--- src/rtl/alu_bist_pkg.sv ---
// Shared types and constants for the ALU built-in self-test controller.
`timescale 1ns/1ps
package alu_bist_pkg;

  localparam int          CNT_W     = 10;
  localparam logic [15:0] MISR_POLY = 16'h1021;

  typedef enum logic [1:0] {
    ST_IDLE,
    ST_RUN,
    ST_COMPARE,
    ST_DONE
  } state_t;

  typedef enum logic [1:0] {
    OP_ADD = 2'b00,
    OP_SUB = 2'b01,
    OP_MUL = 2'b10,
    OP_DIV = 2'b11
  } op_t;

  // One ALU stimulus vector; its bit layout matches the pattern counter
  // so that Op=cnt[9:8], A=cnt[7:4], B=cnt[3:0].
  typedef struct packed {
    op_t        op;
    logic [3:0] a;
    logic [3:0] b;
  } pattern_t;

  // One MISR compaction step: CRC-16/CCITT shift with the response folded
  // into the low nibble.
  function automatic logic [15:0] misr_step(input logic [15:0] state,
                                            input logic [3:0]  data);
    misr_step = {state[14:0], 1'b0}
              ^ (state[15] ? MISR_POLY : 16'h0000)
              ^ {12'h000, data};
  endfunction

endpackage

--- src/rtl/alu_bist_controller_misr16.sv ---
// 16-bit multiple-input signature register with synchronous seed load.
`timescale 1ns/1ps
module misr16
  import alu_bist_pkg::*;
#(
  parameter logic [15:0] SEED = 16'hFFFF
) (
  input  logic        clk,
  input  logic        rst,
  input  logic        load,
  input  logic        en,
  input  logic [3:0]  d,
  output logic [15:0] q
);

  // Signature state: seed on reset or load, compact d when enabled.
  always_ff @(posedge clk or posedge rst) begin
    // NOTE: state registers use non-blocking assignments so every flop
    // samples pre-edge values regardless of block evaluation order.
    if (rst) begin
      q <= SEED;
    end else if (load) begin
      q <= SEED;
    end else if (en) begin
      q <= misr_step(q, d);
    end
  end

endmodule

--- src/rtl/alu_bist_controller.sv ---
// BIST controller: walks every {Op, A, B} vector into the ALU, compacts the
// responses in a MISR and flags a mismatch against the golden signature.
`timescale 1ns/1ps
module alu_bist_controller
  import alu_bist_pkg::*;
#(
  parameter int          NUM_PATTERNS = 1024,
  parameter logic [15:0] MISR_SEED    = 16'hFFFF,
  parameter logic [15:0] GOLDEN_SIG   = 16'h0000
) (
  input  logic        Clk,
  input  logic        Rst,
  input  logic        Start,
  input  logic [3:0]  C,
  output logic [3:0]  A,
  output logic [3:0]  B,
  output logic [1:0]  Op,
  output logic        Busy,
  output logic        Done,
  output logic        Fault_Indicator,
  output logic [15:0] Signature
);

  localparam logic [CNT_W-1:0] LAST_CNT = CNT_W'(NUM_PATTERNS - 1);

  state_t            state;
  logic [CNT_W-1:0]  cnt;
  pattern_t          pattern;
  logic [15:0]       misr_q;
  logic              misr_load;
  logic              misr_en;

  // A run starts only from IDLE or DONE; compaction happens only in RUN.
  assign misr_load = Start && (state == ST_IDLE || state == ST_DONE);
  assign misr_en   = (state == ST_RUN);

  misr16 #(
    .SEED (MISR_SEED)
  ) u_misr (
    .clk  (Clk),
    .rst  (Rst),
    .load (misr_load),
    .en   (misr_en),
    .d    (C),
    .q    (misr_q)
  );

  // Stimulus outputs come straight from the pattern register.
  assign Op = pattern.op;
  assign A  = pattern.a;
  assign B  = pattern.b;

  // Sequencer: state, pattern counter and all registered status outputs.
  always_ff @(posedge Clk or posedge Rst) begin
    if (Rst) begin
      state           <= ST_IDLE;
      cnt             <= '0;
      pattern         <= '0;
      Busy            <= 1'b0;
      Done            <= 1'b0;
      Fault_Indicator <= 1'b0;
      Signature       <= '0;
    end else begin
      case (state)
        ST_IDLE, ST_DONE: begin
          if (Start) begin
            state           <= ST_RUN;
            cnt             <= '0;
            pattern         <= '0;
            Busy            <= 1'b1;
            Done            <= 1'b0;
            Fault_Indicator <= 1'b0;
          end
        end
        ST_RUN: begin
          if (cnt == LAST_CNT) begin
            // Counter parks on the last pattern; stimulus returns to zero.
            state   <= ST_COMPARE;
            pattern <= '0;
          end else begin
            cnt     <= cnt + CNT_W'(1);
            pattern <= pattern_t'(cnt + CNT_W'(1));
          end
        end
        ST_COMPARE: begin
          Signature       <= misr_q;
          Fault_Indicator <= (misr_q != GOLDEN_SIG);
          Busy            <= 1'b0;
          Done            <= 1'b1;
          state           <= ST_DONE;
        end
        default: state <= ST_IDLE;
      endcase
    end
  end

endmodule

--- config.mk ---
export PLATFORM = sky130hd
export DESIGN_NAME = alu_bist_controller
export DESIGN_NICKNAME = d
export VERILOG_FILES = /design/src/rtl/alu_bist_pkg.sv /design/src/rtl/alu_bist_controller_misr16.sv /design/src/rtl/alu_bist_controller.sv
export SDC_FILE = /design/constraint.sdc
export NUM_CORES = 1
export LEC_CHECK = 0
export BUFFER_PORTS_ARGS = -buffer_cell sky130_fd_sc_hd__buf_2
export CAP_MARGIN = 30
export CORE_ASPECT_RATIO = 0.9
export CORE_MARGIN = 2
export CORE_UTILIZATION = 52
export CTS_BUF_LIST = sky130_fd_sc_hd__clkbuf_2 sky130_fd_sc_hd__clkbuf_4 sky130_fd_sc_hd__clkbuf_8
export CTS_CLUSTER_SIZE = 10
export DETAILED_ROUTE_END_ITERATION = 16
export HOLD_SLACK_MARGIN = 0.12
export PLACE_DENSITY = 0.79
export SLEW_MARGIN = 20
export SYNTH_ARGS = -nofsm -noshare
export SYNTH_HDL_FRONTEND = slang
export SYNTH_SLANG_ARGS = --single-unit
--- constraint.sdc ---
create_clock -name Clk -period 1.7 [get_ports Clk]
set_input_delay 0.085 -clock Clk [delete_from_list [all_inputs] [get_ports Clk]]
set_output_delay 0.085 -clock Clk [all_outputs]
set_load 0.03 [all_outputs]
# Word-level counts from Yosys, hierarchy flattened
# Cells that the tools add are included.
# op_classes
addsub	1
n_eq_ne	7
n_mux	16
n_bitwise	2
reduce_logical	12
# op_table
operator	n
$pmux W10 S2	2
$mux W16	2
$mux W10	3
$reduce_bool A16 Y1	1
$xor A16 B16 Y16	1
$xor A16 B4 Y16	1
$mux W13	1
$add A10 B1 Y10 const B	1
$eq A10 B10 Y1 const B	1
$pmux W1 S2	3
$pmux W2 S3	1
$reduce_and A2 Y1	3
$reduce_bool A2 Y1	3
$eq A2 B2 Y1 const B	2
$mux W2	2
$ne A2 B2 Y1 const B	2
$reduce_and A3 Y1	1
$eq A2 B1 Y1 const B	1
$logic_not A2 Y1	1
$mux W1	2
$ne A2 B1 Y1 const B	1
$reduce_or A2 Y1	1
$logic_and A1 B1 Y1	1
$logic_or A1 B1 Y1	1
# word_totals
reg_bits	57
wordCells	48

# Longest topological paths before layout
# Gate-level depths: netlist of the first run.
# depth
word_depth	5
ltp_mapped	7

# Modules after synthesis
# Synthesis of the first run repeated with hierarchy kept, for this count alone.
# unflattened
cells_unflattened	224
area_unflattened_um2	2597.5
# by_module_without_submodules
module	instances	cells_per_inst	area_each_um2
alu_bist_controller	1	164	1868.0
misr16	1	60	729.4

# Least setup slack after synthesis of the first run
# No wires, ideal clock.
# synth_timing
path_kind	register to register
startpoint	register state[0]
endpoint	register cnt[4]
setup_ps	125
arrival_ps	1666
required_time_ps	1575
path_slack_ps	-91
stages_incl_launch_ff	8
n_path_buf	1
period_less_slack_ps	1791
cell_sequence	dfrtp_1 inv_1 ha_1 nand2b_1 buf_2 and2_1 a221o_1 mux2_2
# synth_via
elab_chain_cells	4
elab_cells_between_ends	9
# synth_rtl
item	line	source
from (decl)	alu_bist_controller.sv:26	state_t state;
from (signal assigned)	alu_bist_controller.sv:56	state <= ST_IDLE;
from (signal assigned)	alu_bist_controller.sv:67	state <= ST_RUN;
from (signal assigned)	alu_bist_controller.sv:78	state <= ST_COMPARE;
$eq A2 B2 Y1 / $logic_not A2 Y1 (equally long branches)	alu_bist_controller.sv:64	case (state)
$reduce_or A2 Y1	alu_bist_controller.sv:64	
$ne A2 B2 Y1 (no line) / $reduce_bool A2 Y1 (equally long branches)	--	
$reduce_and A3 Y1 (no line)	--	
to (signal assigned)	alu_bist_controller.sv:81	cnt <= cnt + CNT_W'(1);
to (decl)	alu_bist_controller.sv:27	logic [CNT_W-1:0] cnt;
# Parallel ways exist; a longest one is shown, timed or not.
# A chain may end at the register's enable or synchronous reset.

# Worst setup path in the final report of the first run
# layout_timing
startpoint	register cnt[1]
endpoint	register pattern, in the netlist Op[0]
# layout_via
elab_chain_cells	3
elab_cells_between_ends	4
# layout_rtl
item	line	source
$add A10 B1 Y10 / $eq A10 B10 Y1 (equally long branches)	alu_bist_controller.sv:82, alu_bist_controller.sv:76	
$mux W10 (*)	alu_bist_controller.sv:76	if (cnt == LAST_CNT) begin
$pmux W10 S2 (*)	alu_bist_controller.sv:64	
to (signal assigned)	alu_bist_controller.sv:82	pattern <= pattern_t'(cnt + CNT_W'(1));
to (decl)	alu_bist_controller.sv:28	pattern_t pattern;
# Every way passes the cells marked *; elsewhere a longest branch is shown, timed or not.

==> out/metrics.csv, run 1 <==
stage,metric,value,unit
layout,Register Area,1450,sq um
setup_path,Setup CP Type,reg -> reg,
clocking,Clock Latency Late Sink,0.34,ns
sta,fin crit period,1.66,ns
detailed_routing,total number of vias,1867,
sta,Final setup viols,0,
placement,IO Port Bufs,35,
setup_path,r2r startpoint,cnt[1]$_DFFE_PP0P_,
floorplan,chip height,70.4,microns
clocking,root buf cell,clkbuf_8,
synth,syn nets,230,
power_and_ir_drop,PwrDens,1870,nW/um^2
detailed_routing,WL final,5250,microns
floorplan,starting density of the core,53.3,%
detailed_routing,# DRC,0,
floorplan,die area,5470,sq um
sta,skew final,0.00923,ns
sta,Tcrit/Tclk final,97.7,%
placement,DP Wirelength,3340,microns
layout,net count reported at finish,289,
sta,Final Hold Violating Endpoints,0,
synth,ys async rst share,100,%
synth,Avg Synthesized Cell Area,11.6,sq um
power_and_ir_drop,leakage power,1.45,nW
power_and_ir_drop,peak supply drop,1.03,mV
synth,"top cells by area, synth","dfrtp_1 40%, dfstp_2 17%, mux2_1 7.1%",
synth,most common cell in the netlist,dfrtp_1,
power_and_ir_drop,clock power share,22.4,%
synth,sequential-to-total area share from yosys stat,56.9,%
synth,Syn Std Cell Area,2540,sq um
floorplan,Die X,77.7,microns
power_and_ir_drop,switching power,0.00234,W
detailed_routing,drt pass-1 iters,4,
setup_path,CP Max Fanout,7,
layout,Layout area overhead,27.8,%
global_routing,global-route wire length before repair,8700,microns
setup_path,CP Capture Type,register,
clocking,Clock Path Buffers,2,
sta,max-slew violations,0,
detailed_routing,Vias per Instance,5.36,
placement,dpl cell area,2910,sq um
layout,Final Instance Area,3250,sq um
job,max-cap violation count,0,
setup_path,CP arrival,1.94,ns
floorplan,row count,24,
layout,multi-input logic area,1110,sq um
synth,number of synthesized register bits,57,
sta,Slew HR,75.3,%
min_path,Hold WC Path Type,in -> async,
setup_path,CP Launch Point,cnt[1]$_DFFE_PP0P_,
synth,"EDFF count, synth",0,
layout,share of post-route cells with drive strength above 1,35.7,%
global_routing,largest net degree at the start of global routing,58,
synth,"Top FF cell, synth",dfrtp_1,
sta,highest clock rate,0.602,GHz
global_routing,initial antenna violation count,0,
synth,top cell type's share of synthesized area,40.3,%
status,outcome,"complete, no violations",
synth,YS warnings,0,
synth,dominant cell type by area after synthesis,dfrtp_1,
layout,Fillers,338,
clocking,CTS H-tree lvls,3,
synth,commonest cells in the netlist,"41 x dfrtp_1, 34 x nand2_1, 16 x dfstp_2, 16 x mux2_1, 12 x mux2i_1",
global_routing,vias in the first global route,1850,
detailed_routing,post-route ant nets,0,
setup_path,type of origin of the critical path,register,
sta,measured slew at the worst slew-check pin,0.367,ns
global_routing,gr usage total,20.9,%
floorplan,Core Area,4770,sq um
synth,synth unique cells,38,
detailed_routing,DRT iter0 DRCs,131,
layout,final antenna diode count,0,
clocking,CTS Buf Count,9,
power_and_ir_drop,Internal Dissipation,0.00374,W
clocking,"Reg clk slew, reported paths",0.07,ns
clocking,CTS tree,built,
floorplan,# IOs,36,
power_and_ir_drop,combinational fraction of design power,41.5,%
power_and_ir_drop,switching share of total power,38.5,%
power_and_ir_drop,total power,0.00608,W
power_and_ir_drop,sequential power share,36.1,%
clocking,clock sink count,57,
synth,synthesized instance count,219,
setup_path,Critical Path RT,1.98,ns
global_routing,GRT Residual Overflow,0,
placement,GPL Wtd Cong,0.838,
detailed_routing,post-DR wirelength/cell,15.1,microns
state kept, by name (all words and copies together), names as in the netlist:
register / count
A: 4
B: 4
Busy: 1
Done: 1
Fault_Indicator: 1
Op: 2
Signature: 16
cnt: 10
state: 2
u_misr.q: 16
stage by stage:
step	hold slack, ns	util, %	worst slack [ns]	std cells	setup TNS, ns
5_1_grt	0.380	68.1	-0.00741	348	-0.00741
6_report	0.333	68.1	0.0393	348	0
3_3_place_gp	0.159	60.9	0.0507	325	0
4_1_cts	0.342	66.8	0.0242	347	0
3_5_place_dp	0.164	60.9	0.00804	325	0
2_1_floorplan	0.284	-	0.00401	219	0
critical path, stage by stage, from the launching register on:
cell and delay, ns:
dfrtp_1 0.38, ha_2 0.23, nand3_4 0.14, or4_1 0.55, a21oi_2 0.19, a21o_1 0.11
path summary, 6_finish.rpt:
path | endpoint | cells past startpoint | slack [ns]
min reg2reg | A[1]$_DFFE_PP0P_ | 1 | 0.47
max reg2reg | Op[0]$_DFFE_PP0P_ | 5 | 0.04
max in group asynchronous | u_misr.q[11]$_DFFE_PP1P_ | 4 | 1.06
max | Op[0]$_DFFE_PP0P_ | 5 | 0.04
min | Signature[2]$_DFFE_PP0P_ | 4 | 0.33
min in group Clk | A[1]$_DFFE_PP0P_ | 1 | 0.47
routing by layer:
layer	global-route usage [%]	wire length, microns	up-vias
li1	-	-	896
met1	29.9	2630	918
met2	29.2	2310	44
met3	5.43	210	9
met4	10.7	101	0
met5	0	0	-
power groups by stage:
stage	clock, W	sequential (W)	combinational, W
floorplan	0	0.00251	0.00131
global placement	0	0.00218	0.00231
detailed placement	0	0.00220	0.00237
CTS	0.00138	0.00219	0.00241
global route	0.00144	0.00225	0.00275
finish	0.00136	0.00219	0.00253
final cells by class:
type	count	share of cell area, %
flip-flops and latches	57	44.5
multi-input cells	146	34.1
repair buffers	58	11.5
clock buffers	14	5.54
well taps	65	2.50
clock inverters	2	1.15
inverters	6	0.693
cells in the final DEF, fill, tap and decap left out, types with 4 or more instances in the layout:
master	n
dfrtp_1	41
buf_2	35
nand2_1	33
mux2_1	16
buf_4	16
dfstp_2	16
mux2i_1	12
clkbuf_8	12
o21ai_1	10
a21o_1	9
xnor2_1	8
a21oi_1	6
dlygate4sd3_1	6
nor2_1	5
inv_1	4
a22o_1	4
nor4_1	4
cell families after synthesis:
kind of cell | Yosys count | share of synthesized area (%)
xor gates and xnor gates | 11 | 3.79
adders and majority gates | 4 | 1.97
DFF | 57 | 56.9
AOI/OAI and AO/OA | 44 | 11.9
and+or+nand+nor | 57 | 10.4
buffers and inverters | 16 | 2.46
muxes | 30 | 12.7
repair_timing:
| item | in CTS | in global routing |
|---|---|---|
| resized for setup | 1 | 11 |
| hold buffers | 6 | 0 |
| hold endpoints to repair | 63 | 0 |
| setup endpoints to repair | 3 | 19 |
| buffers inserted | 0 | 1 |
| pin swaps | 0 | 1 |
Note: power is estimated with default switching activity, not from simulation.
==> run 2: changes to the inputs <==
ABC_AREA = 1   (was unset)
SETUP_SLACK_MARGIN = 0.4   (was unset)
SYNTH_HIERARCHICAL = 1   (was unset)
==> run 2 against run 1 <==
- die area grew 8.0%
- maximum frequency grew 7.4%
- global-route usage grew 2.3 points
- non-clock buffer count grew 9
- worst setup slack gained 0.11 ns
- via count grew 36%
- combinational power grew 59%
- routed wire length grew 35%
- design area grew 11%
- sequential cell count is the same
- highest routed layer unchanged
- largest cell class unchanged
- critical path depth grew 3
==> out/metrics.csv, run 2 <==
stage,metric,value,unit,change
status,outcome,"complete, no violations",,unchanged
power_and_ir_drop,peak supply drop,1.11,mV,was 1.03 mV
sta,Slew HR,60.1,%,was 75.3%
floorplan,row count,25,,was 24
synth,commonest cells in the netlist,"133 x nand2_1, 41 x dfrtp_1, 33 x inv_1",,"was 41 x dfrtp_1, 34 x nand2_1, 16 x dfstp_2, 16 x mux2_1, 12 x mux2i_1"
sta,Final Hold Violating Endpoints,0,,unchanged
setup_path,r2r startpoint,state[0]$_DFFE_PP0P_,,was cnt[1]$_DFFE_PP0P_
global_routing,GRT Residual Overflow,0,,unchanged
placement,dpl cell area,3060,sq um,was 2910 sq um
detailed_routing,WL final,7090,microns,was 5250 microns
synth,Syn Std Cell Area,2760,sq um,was 2540 sq um
setup_path,CP Launch Point,state[0]$_DFFE_PP0P_,,was cnt[1]$_DFFE_PP0P_
clocking,CTS tree,built,,unchanged
detailed_routing,drt pass-1 iters,5,,was 4
detailed_routing,post-DR wirelength/cell,14.8,microns,was 15.1 microns
sta,Final WS setup,0.154,ns,was 0.0393 ns
placement,pre-CTS setup slack,0.173,ns,was 0.00804 ns
sta,max-slew violations,0,,unchanged
min_path,Hold WC Path Type,in -> reg,,was in -> async
sta,Final setup viols,0,,unchanged
detailed_routing,DRT iter0 DRCs,317,,was 131
floorplan,Die X,80.8,microns,was 77.7 microns
clocking,CTS H-tree lvls,3,,unchanged
placement,DP Wirelength,3940,microns,was 3340 microns
sta,measured slew at the worst slew-check pin,0.598,ns,was 0.367 ns
power_and_ir_drop,leakage power,1.90,nW,was 1.45 nW
synth,top cell type's share of synthesized area,37.2,%,was 40.3%
setup_path,Critical Path RT,1.99,ns,was 1.98 ns
synth,synthesized instance count,335,,was 219
layout,share of post-route cells with drive strength above 1,38.7,%,was 35.7%
synth,Avg Synthesized Cell Area,8.24,sq um,was 11.6 sq um
setup_path,Worst R2R Path Depth,8,,was 5
global_routing,largest net degree at the start of global routing,42,,was 58
sta,highest clock rate,0.647,GHz,was 0.602 GHz
setup_path,type of origin of the critical path,register,,unchanged
clocking,Clock Latency Late Sink,0.34,ns,about the same
global_routing,vias in the first global route,2175,,was 1850
placement,IO Port Bufs,35,,unchanged
floorplan,die area,5910,sq um,was 5470 sq um
sta,skew final,0.00779,ns,was 0.00923 ns
synth,synth unique cells,29,,was 38
clocking,Clock Path Buffers,2,,unchanged
setup_path,CP Max Fanout,6,,was 7
job,max-cap violation count,0,,unchanged
layout,Layout area overhead,31.1,%,was 27.8%
floorplan,starting density of the core,53.2,%,was 53.3%
floorplan,Core Area,5190,sq um,was 4770 sq um
layout,most frequent cells in the layout,"130 x nand2_1, 39 x dfrtp_1, 35 x buf_2",,"was 41 x dfrtp_1, 35 x buf_2, 33 x nand2_1"
global_routing,initial antenna violation count,0,,unchanged
sta,Setup Total Neg Slack,0,ns,unchanged
detailed_routing,post-route ant nets,0,,unchanged
layout,Largest regs,"Signature: 16 flops, u_misr/q: 16 flops, cnt: 10 flops",,"was Signature: 16 flops, u_misr.q: 16 flops, cnt: 10 flops"
layout,Final Instance Area,3620,sq um,was 3250 sq um
setup_path,CP Capture Type,register,,unchanged
global_routing,gr usage total,23.2,%,was 20.9%
min_path,min-delay src,Start,,
sta,unrepaired setup endpoints after global routing,yes,,
detailed_routing,# DRC,0,,unchanged
layout,"commonest non-fill, non-tap cell in the layout",nand2_1,,was dfrtp_1
setup_path,Setup CP Type,reg -> reg,,unchanged
detailed_routing,Vias per Instance,5.29,,was 5.36
synth,YS warnings,6,,was 0
synth,sequential-to-total area share from yosys stat,52.4,%,was 56.9%
synth,ys async rst share,100,%,unchanged
clocking,clock sink count,57,,unchanged
detailed_routing,total number of vias,2531,,was 1867
min_path,WHS Path Cells,5,,
clocking,CTS Buf Count,9,,unchanged
power_and_ir_drop,PwrDens,2120,nW/um^2,was 1870 nW/um^2
clocking,"Reg clk slew, reported paths",0.07,ns,about the same
clocking,root buf cell,clkbuf_8,,unchanged
synth,number of synthesized register bits,57,,unchanged
layout,net count reported at finish,417,,was 289
floorplan,# IOs,36,,unchanged
synth,"EDFF count, synth",0,,unchanged
global_routing,global-route wire length before repair,10200,microns,was 8700 microns
synth,dominant cell type by area after synthesis,dfrtp_1,,unchanged
synth,syn nets,346,,was 230
sta,fin crit period,1.55,ns,was 1.66 ns
layout,final antenna diode count,0,,unchanged
setup_path,CP arrival,1.83,ns,was 1.94 ns
synth,most common cell in the netlist,nand2_1,,was dfrtp_1
sta,Tcrit/Tclk final,91.0,%,was 97.7%
placement,GPL Wtd Cong,0.873,,was 0.838
synth,"Top FF cell, synth",dfrtp_1,,unchanged
synth,"top cells by area, synth","dfrtp_1 37%, nand2_1 18%, dfstp_2 15%",,"was dfrtp_1 40%, dfstp_2 17%, mux2_1 7.1%"
power_and_ir_drop,total power,0.00768,W,was 0.00608 W
floorplan,chip height,73.1,microns,was 70.4 microns
-- run 2: cell count changes after synthesis, sizes merged, moves of 4 or more --
cell / before / now
inv: 6 / 41
nand2: 34 / 145
mux2i: 12 / 0
a21o: 10 / 0
clkbuf: 7 / 3
nor2: 6 / 26
a22o: 4 / 0
mux2: 18 / 0
nor4: 4 / 0
nand3: 2 / 11
a21oi: 7 / 12
xnor2: 8 / 0
-- run 2: cells by family (layout without fill, tap and decap cells) --
family / Yosys count / in the layout / synth area share (%)
buffers and inverters: 51 / 126 / 7.84
and+or+nand+nor: 195 / 196 / 31.1
xor gates and xnor gates: 1 / 1 / 0.317
AOI/OAI and AO/OA: 27 / 27 / 6.53
adders and majority gates: 4 / 4 / 1.81
DFF: 57 / 57 / 52.4
-- run 2: metrics by stage --
stage | hold WS [ns] | utilization [%] | instances
after floorplan | 0.256 | - | 335
after global placement | 0.247 | 58.9 | 434
after detailed placement | 0.257 | 58.9 | 434
after CTS | 0.128 | 66.0 | 465
after global routing | 0.231 | 69.7 | 478
final | 0.214 | 69.7 | 478
-- run 2: worst paths after layout --
| kind | end | slack, ns |
|---|---|---|
| setup / recovery | Op[0]$_DFFE_PP0P_ | 0.15 |
| hold / removal | Done$_DFFE_PP0P_ | 0.21 |
| setup reg to reg | Op[0]$_DFFE_PP0P_ | 0.15 |
| hold reg to reg | B[1]$_DFFE_PP0P_ | 0.47 |
| max in group asynchronous | state[1]$_DFFE_PP0P_ | 0.89 |
| min in group asynchronous | Signature[9]$_DFFE_PP0P_ | 0.42 |
-- run 2: critical path, cell delays in order, from the launching register on --
cell and delay, ns:
dfrtp_2 0.41, inv_2 0.06, ha_4 0.32, nand2_4 0.09, o21ai_4 0.11, clkinv_4 0.13
a21oi_2 0.14, nand3b_1 0.12, nand2_1 0.09
-- run 2: timing repair --
item	in CTS	in global routing
hold buffers	5	0
gates cloned	1	1
setup buffers	9	12
endpoints found under the hold margin	45	0
endpoints found under the setup margin	45	36
pin swaps	8	11
resized for setup	13	24
-- run 2: cell type report --
cell class,count,area [sq um]
clock inverter,6,57.6
clock buffer,10,138
tap,67,83.8
inverter,43,179
sequential,57,1450
timing repair buffer,67,485
multi-input combinational,228,1220
fill,393,1580
-- run 2: where the power goes --
group / internal (W) / switching (W)
Sequential: 0.00197 / 0.000418
Combinational: 0.00155 / 0.00249
Clock: 0.000705 / 0.000555
-- run 2: layer usage --
metal  vias up  wire, microns  part of all wire, %  GRT usage, %
met3        29            581                  8.2          5.94
met1      1192           2940                   42          32.7
met5         -              0                    0             0
met4         0            313                  4.4          9.42
li1       1175              -                    -             -
met2       135           3250                   46          34.4
